$ cat src/rtl/rv32_instr_writer_pkg.sv
// Shared RV32I definitions for the instruction writer: opcode enum, error codes,
// major opcode and funct constants, and immediate range helpers.
package rv32_instr_writer_pkg;

  typedef enum logic [5:0] {
    RV32_UNKNOWN = 6'd0,
    RV32_LUI, RV32_AUIPC, RV32_JAL, RV32_JALR,
    RV32_BEQ, RV32_BNE, RV32_BLT, RV32_BGE, RV32_BLTU, RV32_BGEU,
    RV32_LB, RV32_LH, RV32_LW, RV32_LBU, RV32_LHU,
    RV32_SB, RV32_SH, RV32_SW,
    RV32_ADDI, RV32_SLTI, RV32_SLTIU, RV32_XORI, RV32_ORI, RV32_ANDI,
    RV32_SLLI, RV32_SRLI, RV32_SRAI,
    RV32_ADD, RV32_SUB, RV32_SLL, RV32_SLT, RV32_SLTU,
    RV32_XOR, RV32_SRL, RV32_SRA, RV32_OR, RV32_AND,
    RV32_FENCE, RV32_ECALL, RV32_EBREAK,
    RV32_CSRRW, RV32_CSRRS, RV32_CSRRC, RV32_CSRRWI, RV32_CSRRSI, RV32_CSRRCI
  } rv32_opcode_enum_t;

  typedef enum logic [1:0] {
    ERR_NONE      = 2'd0,
    ERR_UNKNOWN   = 2'd1,
    ERR_IMM_RANGE = 2'd2,
    ERR_FULL      = 2'd3
  } rv32_err_code_t;

  typedef enum logic [1:0] {
    WR_IDLE  = 2'd0,
    WR_LOAD  = 2'd1,
    WR_DONE  = 2'd2,
    WR_ERROR = 2'd3
  } writer_state_t;

  typedef enum logic [2:0] {FMT_R, FMT_I, FMT_S, FMT_B, FMT_U, FMT_J} rv32_fmt_t;

  typedef enum logic [2:0] {
    IMM_NONE, IMM_S12, IMM_B13, IMM_J21, IMM_UPPER, IMM_SHAMT, IMM_CSR
  } rv32_imm_rule_t;

  localparam logic [6:0] OPC_OP       = 7'b0110011;
  localparam logic [6:0] OPC_OP_IMM   = 7'b0010011;
  localparam logic [6:0] OPC_LOAD     = 7'b0000011;
  localparam logic [6:0] OPC_STORE    = 7'b0100011;
  localparam logic [6:0] OPC_BRANCH   = 7'b1100011;
  localparam logic [6:0] OPC_JAL      = 7'b1101111;
  localparam logic [6:0] OPC_JALR     = 7'b1100111;
  localparam logic [6:0] OPC_LUI      = 7'b0110111;
  localparam logic [6:0] OPC_AUIPC    = 7'b0010111;
  localparam logic [6:0] OPC_SYSTEM   = 7'b1110011;
  localparam logic [6:0] OPC_MISC_MEM = 7'b0001111;

  localparam logic [2:0] F3_ADD_SUB = 3'd0;
  localparam logic [2:0] F3_SLL     = 3'd1;
  localparam logic [2:0] F3_SLT     = 3'd2;
  localparam logic [2:0] F3_SLTU    = 3'd3;
  localparam logic [2:0] F3_XOR     = 3'd4;
  localparam logic [2:0] F3_SRL_SRA = 3'd5;
  localparam logic [2:0] F3_OR      = 3'd6;
  localparam logic [2:0] F3_AND     = 3'd7;
  localparam logic [2:0] F3_BEQ     = 3'd0;
  localparam logic [2:0] F3_BNE     = 3'd1;
  localparam logic [2:0] F3_BLT     = 3'd4;
  localparam logic [2:0] F3_BGE     = 3'd5;
  localparam logic [2:0] F3_BLTU    = 3'd6;
  localparam logic [2:0] F3_BGEU    = 3'd7;
  localparam logic [2:0] F3_B       = 3'd0;
  localparam logic [2:0] F3_H       = 3'd1;
  localparam logic [2:0] F3_W       = 3'd2;
  localparam logic [2:0] F3_BU      = 3'd4;
  localparam logic [2:0] F3_HU      = 3'd5;
  localparam logic [2:0] F3_PRIV    = 3'd0;
  localparam logic [2:0] F3_CSRRW   = 3'd1;
  localparam logic [2:0] F3_CSRRS   = 3'd2;
  localparam logic [2:0] F3_CSRRC   = 3'd3;
  localparam logic [2:0] F3_CSRRWI  = 3'd5;
  localparam logic [2:0] F3_CSRRSI  = 3'd6;
  localparam logic [2:0] F3_CSRRCI  = 3'd7;

  localparam logic [6:0] F7_BASE = 7'b0000000;
  localparam logic [6:0] F7_ALT  = 7'b0100000;

  // True when imm is representable as a two's-complement value of the given width.
  function automatic logic imm_fits_signed(input logic [31:0] imm, input int unsigned bits);
    logic signed [31:0] s;
    s = $signed(imm) >>> (bits - 1);
    return (s == '0) || (s == '1);
  endfunction

endpackage

$ cat src/rtl/rv32_instr_encoder.sv
// Combinational RV32I encoder: symbolic instruction -> 32-bit word, plus legality
// and immediate-range flags for the writer's checks.
module rv32_instr_encoder
  import rv32_instr_writer_pkg::*;
(
  input  rv32_opcode_enum_t opcode,
  input  logic [4:0]        rd,
  input  logic [4:0]        rs1,
  input  logic [4:0]        rs2,
  input  logic [31:0]       imm,
  output logic [31:0]       word,
  output logic              legal,
  output logic              imm_ok
);

  rv32_fmt_t      fmt;
  rv32_imm_rule_t rule;
  logic [6:0]     major;
  logic [2:0]     f3;
  logic [6:0]     f7;
  logic [11:0]    imm12;
  logic [4:0]     rd_f;
  logic [4:0]     rs1_f;

  always_comb begin
    fmt   = FMT_R;
    rule  = IMM_NONE;
    major = OPC_OP;
    f3    = 3'd0;
    f7    = F7_BASE;
    imm12 = imm[11:0];
    rd_f  = rd;
    rs1_f = rs1;
    legal = 1'b1;

    case (opcode)
      RV32_LUI:    begin fmt = FMT_U; rule = IMM_UPPER; major = OPC_LUI; end
      RV32_AUIPC:  begin fmt = FMT_U; rule = IMM_UPPER; major = OPC_AUIPC; end
      RV32_JAL:    begin fmt = FMT_J; rule = IMM_J21; major = OPC_JAL; end
      RV32_JALR:   begin fmt = FMT_I; rule = IMM_S12; major = OPC_JALR; end
      RV32_BEQ:    begin fmt = FMT_B; rule = IMM_B13; major = OPC_BRANCH; f3 = F3_BEQ; end
      RV32_BNE:    begin fmt = FMT_B; rule = IMM_B13; major = OPC_BRANCH; f3 = F3_BNE; end
      RV32_BLT:    begin fmt = FMT_B; rule = IMM_B13; major = OPC_BRANCH; f3 = F3_BLT; end
      RV32_BGE:    begin fmt = FMT_B; rule = IMM_B13; major = OPC_BRANCH; f3 = F3_BGE; end
      RV32_BLTU:   begin fmt = FMT_B; rule = IMM_B13; major = OPC_BRANCH; f3 = F3_BLTU; end
      RV32_BGEU:   begin fmt = FMT_B; rule = IMM_B13; major = OPC_BRANCH; f3 = F3_BGEU; end
      RV32_LB:     begin fmt = FMT_I; rule = IMM_S12; major = OPC_LOAD; f3 = F3_B; end
      RV32_LH:     begin fmt = FMT_I; rule = IMM_S12; major = OPC_LOAD; f3 = F3_H; end
      RV32_LW:     begin fmt = FMT_I; rule = IMM_S12; major = OPC_LOAD; f3 = F3_W; end
      RV32_LBU:    begin fmt = FMT_I; rule = IMM_S12; major = OPC_LOAD; f3 = F3_BU; end
      RV32_LHU:    begin fmt = FMT_I; rule = IMM_S12; major = OPC_LOAD; f3 = F3_HU; end
      RV32_SB:     begin fmt = FMT_S; rule = IMM_S12; major = OPC_STORE; f3 = F3_B; end
      RV32_SH:     begin fmt = FMT_S; rule = IMM_S12; major = OPC_STORE; f3 = F3_H; end
      RV32_SW:     begin fmt = FMT_S; rule = IMM_S12; major = OPC_STORE; f3 = F3_W; end
      RV32_ADDI:   begin fmt = FMT_I; rule = IMM_S12; major = OPC_OP_IMM; f3 = F3_ADD_SUB; end
      RV32_SLTI:   begin fmt = FMT_I; rule = IMM_S12; major = OPC_OP_IMM; f3 = F3_SLT; end
      RV32_SLTIU:  begin fmt = FMT_I; rule = IMM_S12; major = OPC_OP_IMM; f3 = F3_SLTU; end
      RV32_XORI:   begin fmt = FMT_I; rule = IMM_S12; major = OPC_OP_IMM; f3 = F3_XOR; end
      RV32_ORI:    begin fmt = FMT_I; rule = IMM_S12; major = OPC_OP_IMM; f3 = F3_OR; end
      RV32_ANDI:   begin fmt = FMT_I; rule = IMM_S12; major = OPC_OP_IMM; f3 = F3_AND; end
      // Shift-immediates carry funct7 in imm[11:5] of the I-type slot.
      RV32_SLLI:   begin fmt = FMT_I; rule = IMM_SHAMT; major = OPC_OP_IMM; f3 = F3_SLL;
                         imm12 = {F7_BASE, imm[4:0]}; end
      RV32_SRLI:   begin fmt = FMT_I; rule = IMM_SHAMT; major = OPC_OP_IMM; f3 = F3_SRL_SRA;
                         imm12 = {F7_BASE, imm[4:0]}; end
      RV32_SRAI:   begin fmt = FMT_I; rule = IMM_SHAMT; major = OPC_OP_IMM; f3 = F3_SRL_SRA;
                         imm12 = {F7_ALT, imm[4:0]}; end
      RV32_ADD:    begin f3 = F3_ADD_SUB; end
      RV32_SUB:    begin f3 = F3_ADD_SUB; f7 = F7_ALT; end
      RV32_SLL:    begin f3 = F3_SLL; end
      RV32_SLT:    begin f3 = F3_SLT; end
      RV32_SLTU:   begin f3 = F3_SLTU; end
      RV32_XOR:    begin f3 = F3_XOR; end
      RV32_SRL:    begin f3 = F3_SRL_SRA; end
      RV32_SRA:    begin f3 = F3_SRL_SRA; f7 = F7_ALT; end
      RV32_OR:     begin f3 = F3_OR; end
      RV32_AND:    begin f3 = F3_AND; end
      RV32_FENCE:  begin fmt = FMT_I; rule = IMM_S12; major = OPC_MISC_MEM; end
      RV32_ECALL:  begin fmt = FMT_I; major = OPC_SYSTEM; f3 = F3_PRIV;
                         imm12 = 12'd0; rd_f = 5'd0; rs1_f = 5'd0; end
      RV32_EBREAK: begin fmt = FMT_I; major = OPC_SYSTEM; f3 = F3_PRIV;
                         imm12 = 12'd1; rd_f = 5'd0; rs1_f = 5'd0; end
      RV32_CSRRW:  begin fmt = FMT_I; rule = IMM_CSR; major = OPC_SYSTEM; f3 = F3_CSRRW; end
      RV32_CSRRS:  begin fmt = FMT_I; rule = IMM_CSR; major = OPC_SYSTEM; f3 = F3_CSRRS; end
      RV32_CSRRC:  begin fmt = FMT_I; rule = IMM_CSR; major = OPC_SYSTEM; f3 = F3_CSRRC; end
      RV32_CSRRWI: begin fmt = FMT_I; rule = IMM_CSR; major = OPC_SYSTEM; f3 = F3_CSRRWI; end
      RV32_CSRRSI: begin fmt = FMT_I; rule = IMM_CSR; major = OPC_SYSTEM; f3 = F3_CSRRSI; end
      RV32_CSRRCI: begin fmt = FMT_I; rule = IMM_CSR; major = OPC_SYSTEM; f3 = F3_CSRRCI; end
      default:     legal = 1'b0;
    endcase

    case (rule)
      IMM_S12:   imm_ok = imm_fits_signed(imm, 12);
      IMM_B13:   imm_ok = imm_fits_signed(imm, 13) && !imm[0];
      IMM_J21:   imm_ok = imm_fits_signed(imm, 21) && !imm[0];
      IMM_UPPER: imm_ok = (imm[11:0] == 12'd0);
      IMM_SHAMT: imm_ok = (imm[31:5] == 27'd0);
      IMM_CSR:   imm_ok = (imm[31:12] == 20'd0);
      default:   imm_ok = 1'b1;
    endcase

    case (fmt)
      FMT_I:   word = {imm12, rs1_f, f3, rd_f, major};
      FMT_S:   word = {imm[11:5], rs2, rs1, f3, imm[4:0], major};
      FMT_B:   word = {imm[12], imm[10:5], rs2, rs1, f3, imm[4:1], imm[11], major};
      FMT_U:   word = {imm[31:12], rd, major};
      FMT_J:   word = {imm[20], imm[10:1], imm[11], imm[19:12], rd, major};
      default: word = {f7, rs2, rs1_f, f3, rd_f, major};
    endcase
  end

endmodule

$ cat src/rtl/rv32_instr_writer.sv
// Streaming RV32I encoder and instruction-memory loader. Encodes each accepted
// instruction and writes it one cycle later to consecutive word addresses.
module rv32_instr_writer
  import rv32_instr_writer_pkg::*;
#(
  parameter int IMEM_ADDR_W = 12,
  parameter int BASE_ADDR   = 0
) (
  input  logic                   clk,
  input  logic                   rst,
  input  logic                   start,
  input  logic                   in_valid,
  output logic                   in_ready,
  input  rv32_opcode_enum_t      in_opcode,
  input  logic [4:0]             in_rd,
  input  logic [4:0]             in_rs1,
  input  logic [4:0]             in_rs2,
  input  logic [31:0]            in_imm,
  input  logic                   in_last,
  output logic                   imem_we,
  output logic [IMEM_ADDR_W-1:0] imem_addr,
  output logic [31:0]            imem_wdata,
  output logic                   busy,
  output logic                   done,
  output logic                   err,
  output logic [1:0]             err_code,
  output logic [IMEM_ADDR_W:0]   count,
  output writer_state_t          dbg_state
);

  // Handshake: a word transfers on any rising edge where in_valid and in_ready are
  // both high; in_ready is high only while loading and start is low.

  localparam logic [IMEM_ADDR_W:0]   CAPACITY  = (IMEM_ADDR_W+1)'((1 << IMEM_ADDR_W) - BASE_ADDR);
  localparam logic [IMEM_ADDR_W-1:0] BASE_WORD = IMEM_ADDR_W'(BASE_ADDR);

  writer_state_t         state;
  rv32_err_code_t        err_code_q;
  rv32_err_code_t        chk_code;
  logic [IMEM_ADDR_W-1:0] ptr;
  logic [31:0]           enc_word;
  logic                  enc_legal;
  logic                  enc_imm_ok;

  rv32_instr_encoder u_encoder (
    .opcode (in_opcode),
    .rd     (in_rd),
    .rs1    (in_rs1),
    .rs2    (in_rs2),
    .imm    (in_imm),
    .word   (enc_word),
    .legal  (enc_legal),
    .imm_ok (enc_imm_ok)
  );

  // Check order matters: an unknown opcode outranks a full memory, which outranks a bad immediate.
  always_comb begin
    chk_code = ERR_NONE;
    if (!enc_legal)               chk_code = ERR_UNKNOWN;
    else if (count >= CAPACITY)   chk_code = ERR_FULL;
    else if (!enc_imm_ok)         chk_code = ERR_IMM_RANGE;
  end

  assign in_ready  = (state == WR_LOAD) && !start;
  assign busy      = (state == WR_LOAD);
  assign done      = (state == WR_DONE);
  assign err       = (state == WR_ERROR);
  assign err_code  = err_code_q;
  assign dbg_state = state;

  always_ff @(posedge clk) begin
    if (rst) begin
      state      <= WR_IDLE;
      err_code_q <= ERR_NONE;
      ptr        <= '0;
      count      <= '0;
      imem_we    <= 1'b0;
      imem_addr  <= '0;
      imem_wdata <= '0;
    end else begin
      imem_we <= 1'b0;
      if (start) begin
        state      <= WR_LOAD;
        err_code_q <= ERR_NONE;
        ptr        <= BASE_WORD;
        count      <= '0;
      end else if (in_ready && in_valid) begin
        if (chk_code != ERR_NONE) begin
          state      <= WR_ERROR;
          err_code_q <= chk_code;
        end else begin
          imem_we    <= 1'b1;
          imem_addr  <= ptr;
          imem_wdata <= enc_word;
          ptr        <= ptr + 1'b1;
          count      <= count + 1'b1;
          if (in_last) state <= WR_DONE;
        end
      end
    end
  end

endmodule
$ cat config.mk
export PLATFORM = sky130hd
export DESIGN_NAME = rv32_instr_writer
export DESIGN_NICKNAME = d
export VERILOG_FILES = /design/src/rtl/rv32_instr_writer_pkg.sv /design/src/rtl/rv32_instr_encoder.sv /design/src/rtl/rv32_instr_writer.sv
export SDC_FILE = /design/constraint.sdc
export NUM_CORES = 1
export LEC_CHECK = 0
export ABC_AREA = 1
export CORE_ASPECT_RATIO = 0.5
export CORE_UTILIZATION = 45
export DETAILED_ROUTE_END_ITERATION = 8
export PLACE_DENSITY = 0.79
export SLEW_MARGIN = 20
export SYNTH_ARGS = -nofsm -noshare
export SYNTH_HDL_FRONTEND = slang
export SYNTH_HIERARCHICAL = 1
export SYNTH_SLANG_ARGS = --single-unit
$ cat constraint.sdc
create_clock -name clk -period 3.14 [get_ports clk]
set_input_delay 0.942 -clock clk [delete_from_list [all_inputs] [get_ports clk]]
set_output_delay 0.942 -clock clk [all_outputs]
set_load 0.02 [all_outputs]
After elaboration in Yosys (flattened, before gate mapping)

Index checks and enable logic that the tools add are counted.

Input bits: 58
Bits in registers: 74

Reductions and logical operators: 47
Muxes and demuxes: 19
Equal/unequal tests: 63
Magnitude comparators: 1
Add/sub/neg operators: 2
Bitwise gates (word level): 3

Operators with widths:

| kind                                                       | number |
|---|---|
| case mux 32 bit (5 select lines)                           | 1 |
| equality test 32 bit (second input constant)               | 3 |
| equality test 6 x 5 -> 1 bit (second input constant)       | 16 |
| logical NOT 32 bit                                         | 3 |
| equality test 6 bit (second input constant)                | 15 |
| case mux 7 bit (10 select lines)                           | 1 |
| equality test 6 x 4 -> 1 bit (second input constant)       | 8 |
| case mux 12 bit (4 select lines)                           | 1 |
| OR reduction 46 bit                                        | 1 |
| logical NOT 27 bit                                         | 1 |
| equality test 6 x 3 -> 1 bit (second input constant)       | 4 |
| OR reduction 24 bit                                        | 1 |
| case mux 3 bit (7 select lines)                            | 1 |
| logical NOT 20 bit                                         | 1 |
| case mux 3 bit (6 select lines)                            | 1 |
| OR reduction 6 bit                                         | 3 |
| OR reduction 16 bit                                        | 1 |
| equality test 3 bit (second input constant)                | 5 |
| case mux 3 bit (5 select lines)                            | 1 |
| adder 13 x 1 -> 13 bit (second input constant)             | 1 |
| greater-or-equal comparator 13 bit (second input constant) | 1 |
| adder 12 x 1 -> 12 bit (second input constant)             | 1 |
| equality test 3 x 2 -> 1 bit (second input constant)       | 4 |
| equality test 6 x 2 -> 1 bit (second input constant)       | 2 |
| 25 further kinds                                           | 58 |

Depth between registers and ports, before layout

Gate-level depths: netlist of the first run.

Depth in word-level cells: 12
Depth in mapped cells: 21
Depth with buffers taken out: 21

Modules after synthesis

The synthesis of the first run kept the hierarchy.

Modules (own cells, without submodules):

| module             | area each (um^2) | times used | sequential area each (um^2) | cells each |
|---|---|---|---|---|
| rv32_instr_writer  | 3065.4           | 1          | 1481.4                      | 432 |
| rv32_instr_encoder | 1913.1           | 1          | 0.0                         | 382 |

Least setup slack after synthesis of the first run

No wires, ideal clock.

Path type: input to register
From: input in_opcode[2]
To: register count[11]
Stages on the path: 18
Data arrival time: 2.918 ns
Slack: 0.095 ns
Cells stage by stage: nor2_2 > nand2_2 > o21ai_4 > inv_2 > nand2_2 > nor2_1 > a21oi_1 > nand2_1 > nand3_1 > inv_1 > nor2_1 > nand2_1 > nor2_4 > buf_6 > buf_6 > nand4_1 > nand2_1 > nor2_1

Longest elaborated chain between the ends: 11

RTL lines:

| what                                                  | RTL line                 | RTL |
|---|---|---|
| from (decl)                                           | rv32_instr_writer.sv:14  | `input rv32_opcode_enum_t in_opcode,` |
| equality test 6 x 3 -> 1 bit (tied with other cells)  | rv32_instr_encoder.sv:36 | `case (opcode)` |
| OR reduction 16 bit (no line) (tied with other cells) | n/a                      |  |
| case mux 3 bit (6 select lines) *                     | rv32_instr_encoder.sv:36 |  |
| equality test 3 bit (tied with other cells)           | rv32_instr_encoder.sv:92 | `case (rule)` |
| case mux 1 bit (6 select lines) *                     | rv32_instr_encoder.sv:92 |  |
| via enc_imm_ok                                        | rv32_instr_writer.sv:43  | `logic enc_imm_ok;` |
| 2-to-1 mux 2 bit *                                    | rv32_instr_writer.sv:61  | `else if (!enc_imm_ok) chk_code = ERR_IMM_RANGE;` |
| 2-to-1 mux 2 bit *                                    | rv32_instr_writer.sv:60  | `else if (count >= CAPACITY) chk_code = ERR_FULL;` |
| 2-to-1 mux 2 bit *                                    | rv32_instr_writer.sv:59  | `if (!enc_legal) chk_code = ERR_UNKNOWN;` |
| nonzero test 2 bit *                                  | rv32_instr_writer.sv:88  | `if (chk_code != ERR_NONE) begin` |
| NOT 1 bit (no line) *                                 | n/a                      |  |
| AND reduction 2 bit (no line) *                       | n/a                      |  |
| to (signal assigned)                                  | rv32_instr_writer.sv:96  | `count <= count + 1'b1;` |
| to (decl)                                             | rv32_instr_writer.sv:27  | `output logic [IMEM_ADDR_W:0] count,` |

The timed path passes the listed nets; every way through them passes the cells marked *.
A chain may end at the register's enable or synchronous reset.

Final worst setup path of the first run

From: input in_imm[18]
To: register count[5]

Longest elaborated chain between the ends: 10

RTL lines:

| what                                                              | RTL line                    | RTL |
|---|---|---|
| from (decl)                                                       | rv32_instr_writer.sv:18     | `input logic [31:0] in_imm,` |
| equality test 32 bit / logical NOT 32 bit (equally long branches) | rv32_instr_writer_pkg.sv:85 | `return (s == '0) \|\| (s == '1);` |
| logical OR 1 bit                                                  | rv32_instr_writer_pkg.sv:85 |  |
| logical AND 1 bit                                                 | rv32_instr_encoder.sv:94    | `IMM_B13: imm_ok = imm_fits_signed(imm, 13) && !imm[0];` |
| case mux 1 bit (6 select lines) *                                 | rv32_instr_encoder.sv:92    |  |
| via enc_imm_ok                                                    | rv32_instr_writer.sv:43     |  |
| 2-to-1 mux 2 bit *                                                | rv32_instr_writer.sv:61     |  |
| 2-to-1 mux 2 bit *                                                | rv32_instr_writer.sv:60     |  |
| 2-to-1 mux 2 bit *                                                | rv32_instr_writer.sv:59     |  |
| nonzero test 2 bit *                                              | rv32_instr_writer.sv:88     |  |
| NOT 1 bit (no line) *                                             | n/a                         |  |
| AND reduction 2 bit (no line) *                                   | n/a                         |  |

Marked as above.

==> impl_metrics.csv, run 1 <==
group,metric,value,unit
cts,cts-root-buf,"clkbuf_16",
power_and_ir_drop,intPower,1.881,mW
yosys,synth_top_area_share,0.2976,
timing,slew_viol_final,0,
placed_design,place_inst,1177,
cts,clock_latency,0.34,ns
placed_design,dp_slack,-0.8064,ns
layout,regArea,0.001481,mm^2
cts,cts_buffers,9,
routing,drtAntennaViolNets,0,
die,core,0.01048,mm^2
routing,drc,0,
worst_setup_path,end_kind,"register",
die,ios,124,
routing,vias,6649,
timing,period_minus_slack,3.065,ns
worst_setup_path,worstPathMaxFanout,7,
yosys,synth_area_per_cell,6.116,um^2
worst_setup_path,arrival,3.29,ns
global_routing,grt_usage,0.3276,
timing,hold_viol_final,0,
power_and_ir_drop,cellPowerDensity,334.5,mW/mm^2
yosys,seq_area_frac_synth,0.2976,
layout,finalNetCount,1122,
flow_run,max-cap-violations,0,
die,initial_core_util,0.4753,
cts,clockBufferDepth,2,
placed_design,dp_hpwl,13620,um
routing,first_pass_iters,5,
worst_setup_path,cp_top_family,"simple AND/OR/NAND/NOR gates",
die,dieArea,0.01151,mm^2
power_and_ir_drop,combPwrFrac,0.250,
power_and_ir_drop,p_seq_frac,0.366,
power_and_ir_drop,switchingPower,0.7789,mW
worst_setup_path,crit_buf_inv,3,
timing,setup_ws,0.07510,ns
yosys,synth_edf_count,0,
power_and_ir_drop,peakVddDrop,0.2907,mV
yosys,ys_warn_count,6,
yosys,ys.flop_type,"dfxtp_1",
worst_setup_path,worstPathCellList,"clkdlybuf4s50_1, nor2_1, nand2_1, nor2_1, nand3_1, nand2_1, nand3_1, nand3_2, nand3_2, nand3_2, inv_2, nor2_4, nand2_4, nor2_4, buf_6, nand2_1, o21ai_1, nor2_1",
power_and_ir_drop,pwr-share-clk,0.384,
layout,synthToLayoutAreaGrowth,59.71,%
layout,antennaDiodeCount,0,
layout,fillCellCount,771,
worst_setup_path,cpMaxStageDelayCell,"clkdlybuf4s50_1",
worst_hold_path,hold_path.class,"reg2reg",
routing,drtIter0Drc,516,
cts,cts_tree,"built",
yosys,synth_seq_cells,74,
timing,clock_skew,0.005860,ns
yosys,synth_cells,814,
placed_design,io_buffers,123,
yosys,async_flop_share,0,
power_and_ir_drop,p_leak,3.761,nW
worst_setup_path,cp-start-kind,"input pin",
cts,clk_pin_slew,0.06,ns
worst_setup_path,cp_slowest_stage_delay,0.48,ns
yosys,ys_types,39,
yosys,synthTopCellsByArea,"dfxtp_1, nand2_1, nor2_1, nand3_1, o21ai_0",
cts,cts_sinks,74,
placed_design,globalplace.congestion,0.9409,
global_routing,overflow,0,
yosys,synth_top_area_cell,"dfxtp_1",
layout,final_cell_count_no_fill,1207,
power_and_ir_drop,p_sw_frac,0.2928,
global_routing,antenna_found_initial,0,
global_routing,grt_pass1_vias,6283,
worst_setup_path,crit_type,"in2reg",
timing,setup_viol,0,
routing,wl,19320,um
run_status,outcome,"completed",
layout,layout-drive-gt1-share,0.2512,
worst_setup_path,critPathRequiredTime,3.37,ns
die,die_x,150.8,um
global_routing,grt_max_degree,44,
timing,fmax,0.3263,GHz
die,fp-row-count,26,
routing,wl_per_cell,16.00,um
layout,multi_input_area,0.003262,mm^2
timing,timing.final.crit_share,0.9761,
die,die_y,76.38,um
routing,viasPerCell,5.509,
cts,cts_htree_levels,3,
yosys,syn_area,0.004979,mm^2
timing,fin_worst_hold_slack,0.4760,ns
global_routing,grt_pass1_wl,29930,um
## worst min-delay path, delay by kind of cell (launching register included)
family	cells	cell delay [ns]
buffers and inverters	1	0.06
DFF	1	0.33
AOI/OAI and AO/OA	1	0.05
## cell usage after synthesis (12+ instances only)
library cell	n
a22oi_1	16
dfxtp_1	74
a21oi_1	27
o21ai_0	63
o21ai_1	15
nand3_1	76
nand4_1	17
inv_1	81
nor2_1	166
nand2_1	171
nor3_1	12
## cells by family (layout without fill, tap and decap cells)
logic type | count (synthesis) | count (layout) | synth area share
AND/OR/NAND/NOR | 474 | 475 | 0.4177
AO/OA/AOI/OAI | 145 | 145 | 0.1722
buffers and inverters | 116 | 367 | 0.1033
flip-flops | 74 | 74 | 0.2976
adder cells (fa/ha/maj) | 2 | 2 | 0.005026
XOR/XNOR | 2 | 2 | 0.003519
other | 1 | 2 | 0.0007532
## cell type report
cell class	instances	area share
clock buffers	10	0.02880
clock inverters	6	0.008183
inverters	87	0.04138
multi-input cells	626	0.4102
flip-flops and latches	74	0.1863
well taps	140	0.02203
repair buffers	264	0.3031
## through the flow
stage | total power, mW | utilization | setup TNS [ns] | instance area [um^2]
floorplan | 1.271 | - | 0 | 4982
global placement | 1.571 | 0.6861 | -47.08 | 7187
detailed placement | 1.575 | 0.6861 | -53.90 | 7187
CTS | 2.607 | 0.7321 | -0.01269 | 7669
global route | 2.758 | 0.7591 | -0.1076 | 7951
finish | 2.660 | 0.7591 | 0 | 7951
## path summary, 6_finish.rpt
kind | start | to | slack (ns) | cells after the start
setup / recovery | in_imm[18] | count[5] | 0.08 | 18
hold / removal | count[4] | count[4] | 0.48 | 2
setup reg to reg | dbg_state[0] | ptr[2] | 1.45 | 8
hold reg to reg | count[4] | count[4] | 0.48 | 2
## cells in the final DEF, fill, tap and decap left out, drive strengths merged, types with 5 or more instances in the layout
cell             n
nand2          178
buf            142
o21a             5
dfxtp           74
inv             88
clkbuf          15
a21oi           27
nand3           78
o31ai            5
dlymetal6s2s    15
a22oi           16
nand4           19
nor3            14
nor2           179
clkdlybuf4s50  101
o21ai           80
## routing by layer
metal / vias up / global-route usage / routed length (um)
met5: - / 0 / 0
met2: 337 / 0.5679 / 9539
met3: 61 / 0.05389 / 1311
li1: 3181 / - / -
met4: 0 / 0.1460 / 738
met1: 3070 / 0.3965 / 7727
## repair_timing
| item | in CTS | in global routing |
|---|---|---|
| resized for setup | 41 | 92 |
| cloned | 3 | 1 |
| endpoints found under the setup margin | 75 | 72 |
| hold buffers | 0 | 0 |
| hold endpoints to repair | 0 | 0 |
| setup buffers | 4 | 6 |
| pin swaps | 7 | 25 |
## flip-flops by register name, summed over array words and instances (netlist names)
register    cells
imem_we         1
err_code        2
dbg_state       2
count          13
imem_addr      12
imem_wdata     32
ptr            12
## power groups by stage
stage                     sequential, mW  clock [mW]  combinational (mW)
after global placement             0.994           0               0.577
after global routing               0.977        1.07               0.710
after detailed placement           0.994           0               0.581
after CTS                          0.974        1.02               0.610
final                              0.975        1.02               0.665
after floorplan                     1.02           0               0.253
No activity file was read; power rests on OpenSTA's default activity.
==> inputs of run 2 (changes only) <==
--- a/config.mk
+++ b/config.mk
@@ -8,6 +8,7 @@
 export ABC_AREA = 1
 export CORE_ASPECT_RATIO = 0.5
 export CORE_UTILIZATION = 45
+export CTS_CLUSTER_DIAMETER = 60
 export DETAILED_ROUTE_END_ITERATION = 8
 export PLACE_DENSITY = 0.79
 export SLEW_MARGIN = 20
==> results of run 2 <==
The final DEF is identical to that of run 1; final timing and power are the same.
